===== src/rtl/muldiv_if.sv =====
// Bundle of EX-stage signals between the pipeline (master) and muldiv_unit (slave).
// The pipeline drives the instruction and operands; the unit returns stall/done and HI/LO.
interface muldiv_if #(
   parameter int WIDTH = 32
) ();
   logic             en;
   logic             flush;
   logic [5:0]       funct;
   logic [WIDTH-1:0] operand_a;
   logic [WIDTH-1:0] operand_b;
   logic             stall;
   logic             done;
   logic [WIDTH-1:0] hi;
   logic [WIDTH-1:0] lo;

   modport master (
      output en, flush, funct, operand_a, operand_b,
      input  stall, done, hi, lo
   );

   modport slave (
      input  en, flush, funct, operand_a, operand_b,
      output stall, done, hi, lo
   );
endinterface


===== src/rtl/muldiv_unit.sv =====
// muldiv_unit: owns HI/LO and executes MULT/MULTU/DIV/DIVU/MTHI/MTLO.
// Multiply and divide run as WIDTH radix-2 iterations on a 2*WIDTH accumulator
// followed by a sign-fix cycle; the pipeline is held through `stall` meanwhile.
// Optional macro MULDIV_FAST_MUL_EN: MULT/MULTU use a single-cycle multiplier
// and write HI/LO on the accept edge; divide stays iterative.
module muldiv_unit #(
   parameter int WIDTH = 32,
   parameter int CNT_W = 6
) (
   input  logic     clk,
   input  logic     rst,
   muldiv_if.slave  bus
);

   typedef enum logic [1:0] {S_IDLE, S_ITER, S_FIX, S_DONE} state_t;

   localparam logic [5:0] F_MTHI = 6'h11;
   localparam logic [5:0] F_MTLO = 6'h13;
   localparam logic [CNT_W-1:0] LAST_CNT = CNT_W'(WIDTH - 1);

   state_t             state_q, state_d;
   logic [CNT_W-1:0]   cnt_q, cnt_d;
   // Multiply: {partial product high, multiplier shifting out low}.
   // Divide:   {partial remainder, dividend shifting into quotient}.
   logic [2*WIDTH-1:0] acc_q, acc_d;
   // Multiplicand magnitude (multiply) or divisor magnitude (divide).
   logic [WIDTH-1:0]   m_q, m_d;
   logic [WIDTH-1:0]   hi_q, hi_d;
   logic [WIDTH-1:0]   lo_q, lo_d;
   logic               is_div_q, is_div_d;
   logic               sa_q, sa_d;
   logic               sb_q, sb_d;
   logic               dz_q, dz_d;

   // Instruction decode and operand conditioning
   logic               is_md;
   logic               op_signed;
   logic               op_div;
   logic               accept;
   logic               div_zero;
   logic               neg_a, neg_b;
   logic [WIDTH-1:0]   abs_a, abs_b;

   assign is_md     = (bus.funct[5:2] == 4'b0110);
   assign op_signed = ~bus.funct[0];
   assign op_div    = bus.funct[1];
   assign accept    = (state_q == S_IDLE) && bus.en && is_md && !bus.flush;
   assign div_zero  = op_div && (bus.operand_b == '0);
   assign neg_a     = op_signed && bus.operand_a[WIDTH-1];
   assign neg_b     = op_signed && bus.operand_b[WIDTH-1];
   // 0x80000000 negates to itself, which is the correct unsigned magnitude.
   assign abs_a     = neg_a ? (-bus.operand_a) : bus.operand_a;
   assign abs_b     = neg_b ? (-bus.operand_b) : bus.operand_b;

`ifdef MULDIV_FAST_MUL_EN
   // Sign/zero-extend to 2*WIDTH so a single truncated product covers both MULT and MULTU.
   logic [2*WIDTH-1:0] ext_a, ext_b, fast_prod;
   assign ext_a     = {{WIDTH{neg_a}} | {WIDTH{1'b0}}, bus.operand_a} |
                      {{WIDTH{op_signed & bus.operand_a[WIDTH-1]}}, {WIDTH{1'b0}}};
   assign ext_b     = {{WIDTH{op_signed & bus.operand_b[WIDTH-1]}}, bus.operand_b};
   assign fast_prod = ext_a * ext_b;
`endif

   // One shift-add multiply step: add multiplicand when the outgoing multiplier bit is set.
   logic [WIDTH:0]     mul_sum;
   logic [2*WIDTH-1:0] mul_step;
   assign mul_sum  = {1'b0, acc_q[2*WIDTH-1:WIDTH]} + (acc_q[0] ? {1'b0, m_q} : '0);
   assign mul_step = {mul_sum, acc_q[WIDTH-1:1]};

   // One restoring divide step: shift in the next dividend bit, subtract if it fits.
   logic [WIDTH:0]     rem_shift;
   logic               div_ge;
   logic [WIDTH-1:0]   rem_sub;
   logic [WIDTH-1:0]   div_rem;
   logic [2*WIDTH-1:0] div_step;
   assign rem_shift = acc_q[2*WIDTH-1:WIDTH-1];
   assign div_ge    = (rem_shift >= {1'b0, m_q});
   // True difference is below the divisor, so WIDTH bits suffice.
   assign rem_sub   = rem_shift[WIDTH-1:0] - m_q;
   assign div_rem   = div_ge ? rem_sub : rem_shift[WIDTH-1:0];
   assign div_step  = {div_rem, acc_q[WIDTH-2:0], div_ge};

   // Sign correction applied in FIX
   logic [2*WIDTH-1:0] prod_fix;
   logic [WIDTH-1:0]   quo_fix, rem_fix;
   assign prod_fix = (sa_q ^ sb_q) ? (-acc_q) : acc_q;
   assign quo_fix  = (sa_q ^ sb_q) ? (-acc_q[WIDTH-1:0]) : acc_q[WIDTH-1:0];
   assign rem_fix  = sa_q ? (-acc_q[2*WIDTH-1:WIDTH]) : acc_q[2*WIDTH-1:WIDTH];

   // State and datapath registers with synchronous reset
   always_ff @(posedge clk) begin
      if (rst) begin
         state_q  <= S_IDLE;
         cnt_q    <= '0;
         acc_q    <= '0;
         m_q      <= '0;
         hi_q     <= '0;
         lo_q     <= '0;
         is_div_q <= 1'b0;
         sa_q     <= 1'b0;
         sb_q     <= 1'b0;
         dz_q     <= 1'b0;
      end else begin
         state_q  <= state_d;
         cnt_q    <= cnt_d;
         acc_q    <= acc_d;
         m_q      <= m_d;
         hi_q     <= hi_d;
         lo_q     <= lo_d;
         is_div_q <= is_div_d;
         sa_q     <= sa_d;
         sb_q     <= sb_d;
         dz_q     <= dz_d;
      end
   end

   // Next-state logic; flush returns to IDLE from anywhere
   always_comb begin
      state_d = state_q;
      if (bus.flush) begin
         state_d = S_IDLE;
      end else begin
         unique case (state_q)
            S_IDLE: begin
               if (accept) begin
                  if (div_zero) begin
                     state_d = S_FIX;
`ifdef MULDIV_FAST_MUL_EN
                  end else if (!op_div) begin
                     state_d = S_DONE;
`endif
                  end else begin
                     state_d = S_ITER;
                  end
               end
            end
            S_ITER:  if (cnt_q == LAST_CNT) state_d = S_FIX;
            S_FIX:   state_d = S_DONE;
            S_DONE:  state_d = S_IDLE;
            default: state_d = S_IDLE;
         endcase
      end
   end

   // Datapath next values: operand latch, iteration, HI/LO writes
   always_comb begin
      cnt_d    = cnt_q;
      acc_d    = acc_q;
      m_d      = m_q;
      hi_d     = hi_q;
      lo_d     = lo_q;
      is_div_d = is_div_q;
      sa_d     = sa_q;
      sb_d     = sb_q;
      dz_d     = dz_q;
      if (bus.flush) begin
         cnt_d = '0;
      end else begin
         unique case (state_q)
            S_IDLE: begin
               cnt_d = '0;
               if (accept) begin
                  is_div_d = op_div;
                  sa_d     = neg_a;
                  sb_d     = neg_b;
                  dz_d     = div_zero;
                  if (op_div) begin
                     // Divide-by-zero keeps the raw dividend so FIX can return it untouched.
                     acc_d = {{WIDTH{1'b0}}, (div_zero ? bus.operand_a : abs_a)};
                     m_d   = abs_b;
                  end else begin
                     acc_d = {{WIDTH{1'b0}}, abs_b};
                     m_d   = abs_a;
`ifdef MULDIV_FAST_MUL_EN
                     hi_d  = fast_prod[2*WIDTH-1:WIDTH];
                     lo_d  = fast_prod[WIDTH-1:0];
`endif
                  end
               end else if (bus.en && bus.funct == F_MTHI) begin
                  hi_d = bus.operand_a;
               end else if (bus.en && bus.funct == F_MTLO) begin
                  lo_d = bus.operand_a;
               end
            end
            S_ITER: begin
               acc_d = is_div_q ? div_step : mul_step;
               cnt_d = cnt_q + 1'b1;
            end
            S_FIX: begin
               if (!is_div_q) begin
                  hi_d = prod_fix[2*WIDTH-1:WIDTH];
                  lo_d = prod_fix[WIDTH-1:0];
               end else if (dz_q) begin
                  hi_d = acc_q[WIDTH-1:0];
                  lo_d = '1;
               end else begin
                  hi_d = rem_fix;
                  lo_d = quo_fix;
               end
            end
            S_DONE:  ;
            default: ;
         endcase
      end
   end

   // Outputs: stall is combinational so the accept cycle itself holds the pipeline
   always_comb begin
      bus.stall = accept || (state_q == S_ITER) || (state_q == S_FIX);
      bus.done  = (state_q == S_DONE);
      bus.hi    = hi_q;
      bus.lo    = lo_q;
   end

endmodule

===== src/flat_wrapper.sv =====
// flat-port wrapper written by rule: the top's interface ports become plain ports
module muldiv_unit_flat 
#(
   parameter int WIDTH = 32,
   parameter int CNT_W = 6
)
  (clk, rst, bus_en, bus_flush, bus_funct, bus_operand_a, bus_operand_b, bus_stall, bus_done, bus_hi, bus_lo);
  muldiv_if #(.WIDTH(WIDTH)) bus_i ();
  input  logic clk;
  input  logic rst;
  input wire logic [$bits(bus_i.en)-1:0] bus_en;
  input wire logic [$bits(bus_i.flush)-1:0] bus_flush;
  input wire logic [$bits(bus_i.funct)-1:0] bus_funct;
  input wire logic [$bits(bus_i.operand_a)-1:0] bus_operand_a;
  input wire logic [$bits(bus_i.operand_b)-1:0] bus_operand_b;
  output wire logic [$bits(bus_i.stall)-1:0] bus_stall;
  output wire logic [$bits(bus_i.done)-1:0] bus_done;
  output wire logic [$bits(bus_i.hi)-1:0] bus_hi;
  output wire logic [$bits(bus_i.lo)-1:0] bus_lo;
  assign bus_i.en = bus_en;
  assign bus_i.flush = bus_flush;
  assign bus_i.funct = bus_funct;
  assign bus_i.operand_a = bus_operand_a;
  assign bus_i.operand_b = bus_operand_b;
  assign bus_stall = bus_i.stall;
  assign bus_done = bus_i.done;
  assign bus_hi = bus_i.hi;
  assign bus_lo = bus_i.lo;
  muldiv_unit #(.WIDTH(WIDTH), .CNT_W(CNT_W)) u_core (.clk(clk), .rst(rst), .bus(bus_i));
endmodule

===== config.mk =====
export PLATFORM = sky130hd
export DESIGN_NAME = muldiv_unit_flat
export DESIGN_NICKNAME = d
export VERILOG_FILES = /design/src/rtl/muldiv_if.sv /design/src/rtl/muldiv_unit.sv /design/src/flat_wrapper.sv
export SDC_FILE = /design/constraint.sdc
export NUM_CORES = 1
export LEC_CHECK = 0
export CORE_ASPECT_RATIO = 1.75
export CORE_UTILIZATION = 45
export CTS_BUF_LIST = sky130_fd_sc_hd__clkbuf_16
export CTS_CLUSTER_DIAMETER = 150
export DETAILED_ROUTE_END_ITERATION = 10
export GPL_TIMING_DRIVEN = 0
export MAX_ROUTING_LAYER = met4
export PLACE_DENSITY_LB_ADDON = 0.05
export SYNTH_ARGS = -nofsm -noshare
export SYNTH_HDL_FRONTEND = slang
export SYNTH_SLANG_ARGS = --single-unit

===== constraint.sdc =====
create_clock -name clk -period 4.86 [get_ports clk]
set_input_delay 0.972 -clock clk [delete_from_list [all_inputs] [get_ports clk]]
set_output_delay 0.972 -clock clk [all_outputs]
set_load 0.005 [all_outputs]

==> flow_metrics.py, run 1 <==
metrics = {
    "floorplan": {
        "fp.dieW_microns": 147,
        "die_h_microns": 257,
        "ios": 140,
        "die-area_sq_mm": 0.0379,
        "initial_utilization_pct": 46.0,
        "rows": 92,
        "core_region_area_sq_mm": 0.0363,
    },
    "synthesis": {
        "synth.avg_cell_area_sq_um": 7.10,
        "syn-num-nets": 2497,
        "ys_types": 87,
        "syn-cell-area_sq_mm": 0.0167,
        "synth_edf_count": 0,
        "synthArstFlopShare_pct": 0,
        "yosysWarnings": 0,
        "synthFlopType": "dfxtp_1",
        "ys_ff_latch": 172,
        "netlist_instances": 2348,
        "seq_area_frac_synth_pct": 20.7,
    },
    "timing": {
        "clock.fmax_mhz": 205,
        "tightest_slew_ps": 1280,
        "finalClockSkew_ps": 29.3,
        "rsz0062_at_grt": "no",
        "fin_crit_sh_pct": 100,
        "timing.slew.headroom_pct": 13.8,
        "fin_crit_ps": 4880,
        "hold_ws_ps": 453,
        "hold_viol_final": 0,
        "finalSetupViolCount": 1,
        "slew_viol_final": 0,
        "worst_slack_ps": -16.6,
    },
    "finish": {
        "final_common_cell": "nand2_1",
        "final_area_sq_mm": 0.0192,
        "mostFrequentLayoutCells": "257 x nand2_1, 253 x a21oi_1, 203 x nor2_1",
        "fin_util_pct": 53.0,
        "area_delta_synth_final_pct": 15.2,
        "nNetsFinal": 2643,
        "drive_above_1_share_pct": 4.51,
    },
    "cts": {
        "cts_tree": "yes",
        "htreeDepth": 4,
        "clock_path_buffers": 2,
        "clk_latency_ps": 490,
        "clk_pin_slew_ps": 90,
        "cts_made_buffers": 17,
        "root_buffer": "clkbuf_16",
        "clkSinkCount": 172,
    },
    "worst_setup_path": {
        "endpoint_kind": "output port",
        "required_ps": 3890,
        "cp-start-kind": "flop",
        "arrival_ps": 3900,
        "r2r_cells": 11,
        "cp_max_fo": 10,
        "crit_type": "flop to output port",
    },
    "placed_design": {
        "io_buffers": 125,
        "gp_congestion": 1.09,
        "dp_worst_setup_slack_ps": -888,
        "hpwl_mm": 74.2,
        "placed_cell_area_sq_mm": 0.0185,
    },
    "routing": {
        "dr.pass1.iters": 8,
        "vias_per_cell": 6.92,
        "drc_errors": 0,
        "drt_iter0_markers": 2352,
        "drtAntennaViolNets": 0,
        "wl_mm": 95.9,
        "post_drt_wl_per_cell_microns": 32.1,
        "num_vias": 20700,
    },
    "global_route": {
        "grt_antenna_before_repair": 8,
        "grt_pass1_vias": 19700,
        "grt_overflow": 0,
        "grt_pass1_wl_mm": 139,
        "grt_max_degree": 21,
        "grt_usage_pct": 52.6,
    },
    "hold_path": {
        "min_path_cells": 2,
        "hp-class": "flop to flop",
    },
    "flow_run": {
        "maxCapViolations": 0,
    },
    "pwr": {
        "leakage_nw": 7.36,
        "peakVddDrop_mv": 0.217,
        "p_per_area_mw_per_mm2": 192,
    },
    "status": {
        "violations": "setup timing",
        "status": "finished, violations left",
    },
}
[path summary, 6_finish.rpt]
path / startpoint / endpoint / slack (ps)
worst max register to register: u_core.acc_q[0] / u_core.bus.hi[28] / 150
worst min register to register: u_core.m_q[5] / u_core.m_q[5] / 450
worst min-delay path: u_core.m_q[5] / u_core.m_q[5] / 450
worst max-delay path: u_core.state_q[0] / bus_stall / -20
[layout make-up]
type,count,area [sq um]
sequential,172,3440
multi-input combinational,1898,12200
inverter,83,312
buffer,194,747
timing repair buffer,128,1280
tap,470,588
fill,3745,17100
antenna,9,22.5
clock buffer,17,425
clock inverter,15,186
[synthesized netlist by cell type (all sizes together), types with 45 or more instances]
| master | number | area (sq um) |
|---|---|---|
| xnor2 | 104 | 911 |
| o221ai | 45 | 394 |
| nor2 | 205 | 788 |
| a21oi | 254 | 1270 |
| xor2 | 80 | 701 |
| o21ai | 155 | 776 |
| dfxtp | 172 | 3440 |
| nand2 | 257 | 965 |
| clkbuf | 174 | 653 |
| nor3 | 58 | 307 |
| ha | 73 | 913 |
| inv | 80 | 300 |
[stage by stage]
step                      instances  power (mW)  setup TNS, ps
after detailed placement       2943        2.18          -3520
after floorplan                2348        1.86              0
after global routing           2985        3.75              0
after CTS                      2975        3.61              0
after global placement         2943        2.18          -4220
final                          2986        3.69          -16.6
[report_power, final]
part	internal (mW)	leakage, nW	switching, mW	total [mW]
Sequential	1.42	1.39	0.0116	1.43
Clock	0.704	0.298	0.772	1.48
Combinational	0.236	5.68	0.545	0.781
Total	2.36	7.36	1.33	3.69
[what timing repair did]
action                                  4_1_cts  5_1_grt
buffers inserted                              0        2
pin swaps                                     1        1
hold buffers                                  0        0
endpoints found under the setup margin        4       13
gates resized for setup                       4        5
hold endpoints to repair                      0        0
[cell families after synthesis]
group | count (synthesis) | synth area share (%)
AOI/OAI and AO/OA | 810 | 31.5
xor gates and xnor gates | 184 | 9.67
adders and majority gates | 75 | 5.72
buffers and inverters | 278 | 6.36
DFF | 172 | 20.7
muxes | 69 | 4.35
and+or+nand+nor | 760 | 21.8
[flip-flops by register name, indices dropped and copies added, names as in the netlist]
signal and cells:
u_core.bus.hi 32, u_core.is_div_q 1, u_core.cnt_q 6, u_core.dz_q 1
u_core.m_q 32, u_core.sa_q 1, u_core.bus.lo 32, u_core.acc_q 64
u_core.sb_q 1, u_core.state_q 2
[routing by layer]
metal	GRT usage (%)	part of all wire, %	wire, microns
met5	-	0	0
met2	80.4	45	43200
met4	54.8	13	12700
met1	48.6	32	30600
met3	20.1	9.8	9370
[worst max-delay path, cell delays in order (launching register included)]
cell and delay (ps):
dfxtp_1 350, inv_1 90, ha_1 150, clkbuf_1 660, clkbuf_1 520, clkbuf_1 870
or3_1 250, clkdlybuf4s50_1 500
Power figures use the tool's default switching activity.
==> run 2, diff against run 1 <==
Settings changed: GPL_TIMING_DRIVEN 0 to default.
Clock period 4.86 ns to 4.7 ns, I/O delays scaled along.
==> flow_metrics.py, run 2 (same netlist as run 1, synthesis figures left out) <==
metrics = {
    "status": {
        "status": "finished, violations left",
        "violations": "capacitance limit, slew limit",
    },
    "floorplan": {
        "die_h_microns": 257,
        "ios": 140,
        "core_region_area_sq_mm": 0.0363,
        "die-area_sq_mm": 0.0379,
        "fp.dieW_microns": 147,
        "initial_utilization_pct": 46.0,
        "rows": 92,
    },
    "routing": {
        "num_vias": 19700,
        "drt_iter0_markers": 1857,
        "drtAntennaViolNets": 0,
        "dr.pass1.iters": 9,
        "post_drt_wl_per_cell_microns": 29.8,
        "wl_mm": 87.0,
        "drc_errors": 0,
        "vias_per_cell": 6.75,
    },
    "placed_design": {
        "io_buffers": 139,
        "dp_worst_setup_slack_ps": 419,
        "gp_congestion": 1.15,
        "hpwl_mm": 66.7,
    },
    "global_route": {
        "grt_usage_pct": 47.2,
        "grt_pass1_vias": 19100,
        "grt_max_degree": 83,
        "grt_overflow": 0,
        "grt_pass1_wl_mm": 127,
        "grt_antenna_before_repair": 3,
    },
    "pwr": {
        "clkPwrFrac_pct": 40.3,
        "pwr-share-seq_pct": 38.9,
        "peakVddDrop_mv": 0.293,
        "power_mw": 3.80,
        "leakage_nw": 7.76,
        "p_per_area_mw_per_mm2": 195,
        "power_switching_mw": 1.34,
        "combinationalPowerShare_pct": 20.7,
        "p_int_mw": 2.46,
        "p_sw_share_pct": 35.2,
    },
    "timing": {
        "finalSetupViolCount": 0,
        "tightest_slew_ps": 1530,
        "timing.slew.headroom_pct": -3.32,
        "fin_tns_setup_ps": 0,
        "rsz0062_at_grt": "no",
        "fin_crit_sh_pct": 93.5,
        "hold_viol_final": 0,
        "clock.fmax_mhz": 228,
        "worst_slack_ps": 305,
        "finalClockSkew_ps": 16.2,
        "slew_viol_final": 3,
        "fin_crit_ps": 4390,
    },
    "cts": {
        "htreeDepth": 4,
        "cts_made_buffers": 17,
        "root_buffer": "clkbuf_16",
        "clkSinkCount": 172,
        "cts_hold_buf": 0,
        "post_cts_buffers": 0,
        "clk_pin_slew_ps": 80,
        "clk_latency_ps": 480,
        "cts_tree": "yes",
        "clock_path_buffers": 2,
        "ctsResizeCount": 0,
    },
    "finish": {
        "mostFrequentLayoutCells": "257 x nand2_1, 253 x a21oi_1, 200 x nor2_1",
        "seq_area_sq_mm": 0.00345,
        "multi_input_area_sq_mm": 0.0122,
        "drive_above_1_share_pct": 9.40,
        "area_delta_synth_final_pct": 17.0,
        "regMostFlops": "u_core.acc_q",
        "fill_cells": 3668,
        "largest_register_ffs": 64,
        "nNetsFinal": 2583,
        "final_common_cell": "nand2_1",
    },
    "worst_setup_path": {
        "cp-start-kind": "flop",
        "crit_type": "flop to flop",
        "endpoint_kind": "flop",
        "arrival_ps": 4740,
        "cp_max_fo": 11,
        "required_ps": 5040,
    },
    "hold_path": {
        "hp-class": "flop to flop",
    },
    "flow_run": {
        "maxCapViolations": 1,
    },
}
[run 2: cell types whose count changed in the layout (fill, tap and decap cells not counted), moves of 5 or more]
cell	before	now
clkbuf_1	171	0
buf_4	2	123
buf_1	13	0
clkdlybuf4s50_1	125	137
buf_2	7	1
diode_2	9	4
[run 2: layout make-up]
class	instances	share of cell area, %
timing repair buffer	262	11.9
clock inverter	15	0.905
antenna	4	0.0513
inverter	83	1.60
sequential	172	17.7
clock buffer	17	2.18
multi-input combinational	1898	62.7
tap	470	3.02
[run 2: power by group through the flow]
| stage | sequential [mW] | clock (mW) | combinational, mW |
|---|---|---|---|
| floorplan | 1.50 | 0 | 0.413 |
| global placement | 1.51 | 0 | 0.745 |
| detailed placement | 1.51 | 0 | 0.748 |
| CTS | 1.48 | 1.52 | 0.750 |
| global route | 1.48 | 1.58 | 0.814 |
| finish | 1.48 | 1.53 | 0.788 |
[run 2: metrics by stage]
stage               instances  area, sq um  hold slack (ps)  util [%]
floorplan                2348        16700              432         -
global placement         2885        18900              442      52.1
detailed placement       2885        18900              444      52.1
CTS                      2917        19500              456      53.7
global route             2920        19500              474      53.8
finish                   2921        19500              454      53.8
[run 2: worst max-delay path, stage by stage (launching register included)]
cell and delay [ps]:
dfxtp_1 450, inv_1 180, ha_1 430, nand4_1 230, nor4_1 650, a31oi_1 350, and3_1 260, o21a_1 250
nor3_1 480, a21boi_0 860, o41ai_1 100
[run 2: layer usage]
metal	up-vias	track usage [%]	wire length (microns)
met5	-	-	0
met4	0	48.2	11200
met3	516	12.7	7480
met2	1224	75.2	40200
met1	9202	44.6	28200
li1	8782	-	-
[run 2: worst paths after layout]
check                                      start               end  slack (ps)  cells after the start
worst max-delay path              u_core.m_q[23]  u_core.acc_q[63]         310                     10
worst min-delay path            u_core.bus.hi[1]  u_core.bus.hi[1]         450                      2
worst max register to register    u_core.m_q[23]  u_core.acc_q[63]         310                     10
worst min register to register  u_core.bus.hi[1]  u_core.bus.hi[1]         450                      2
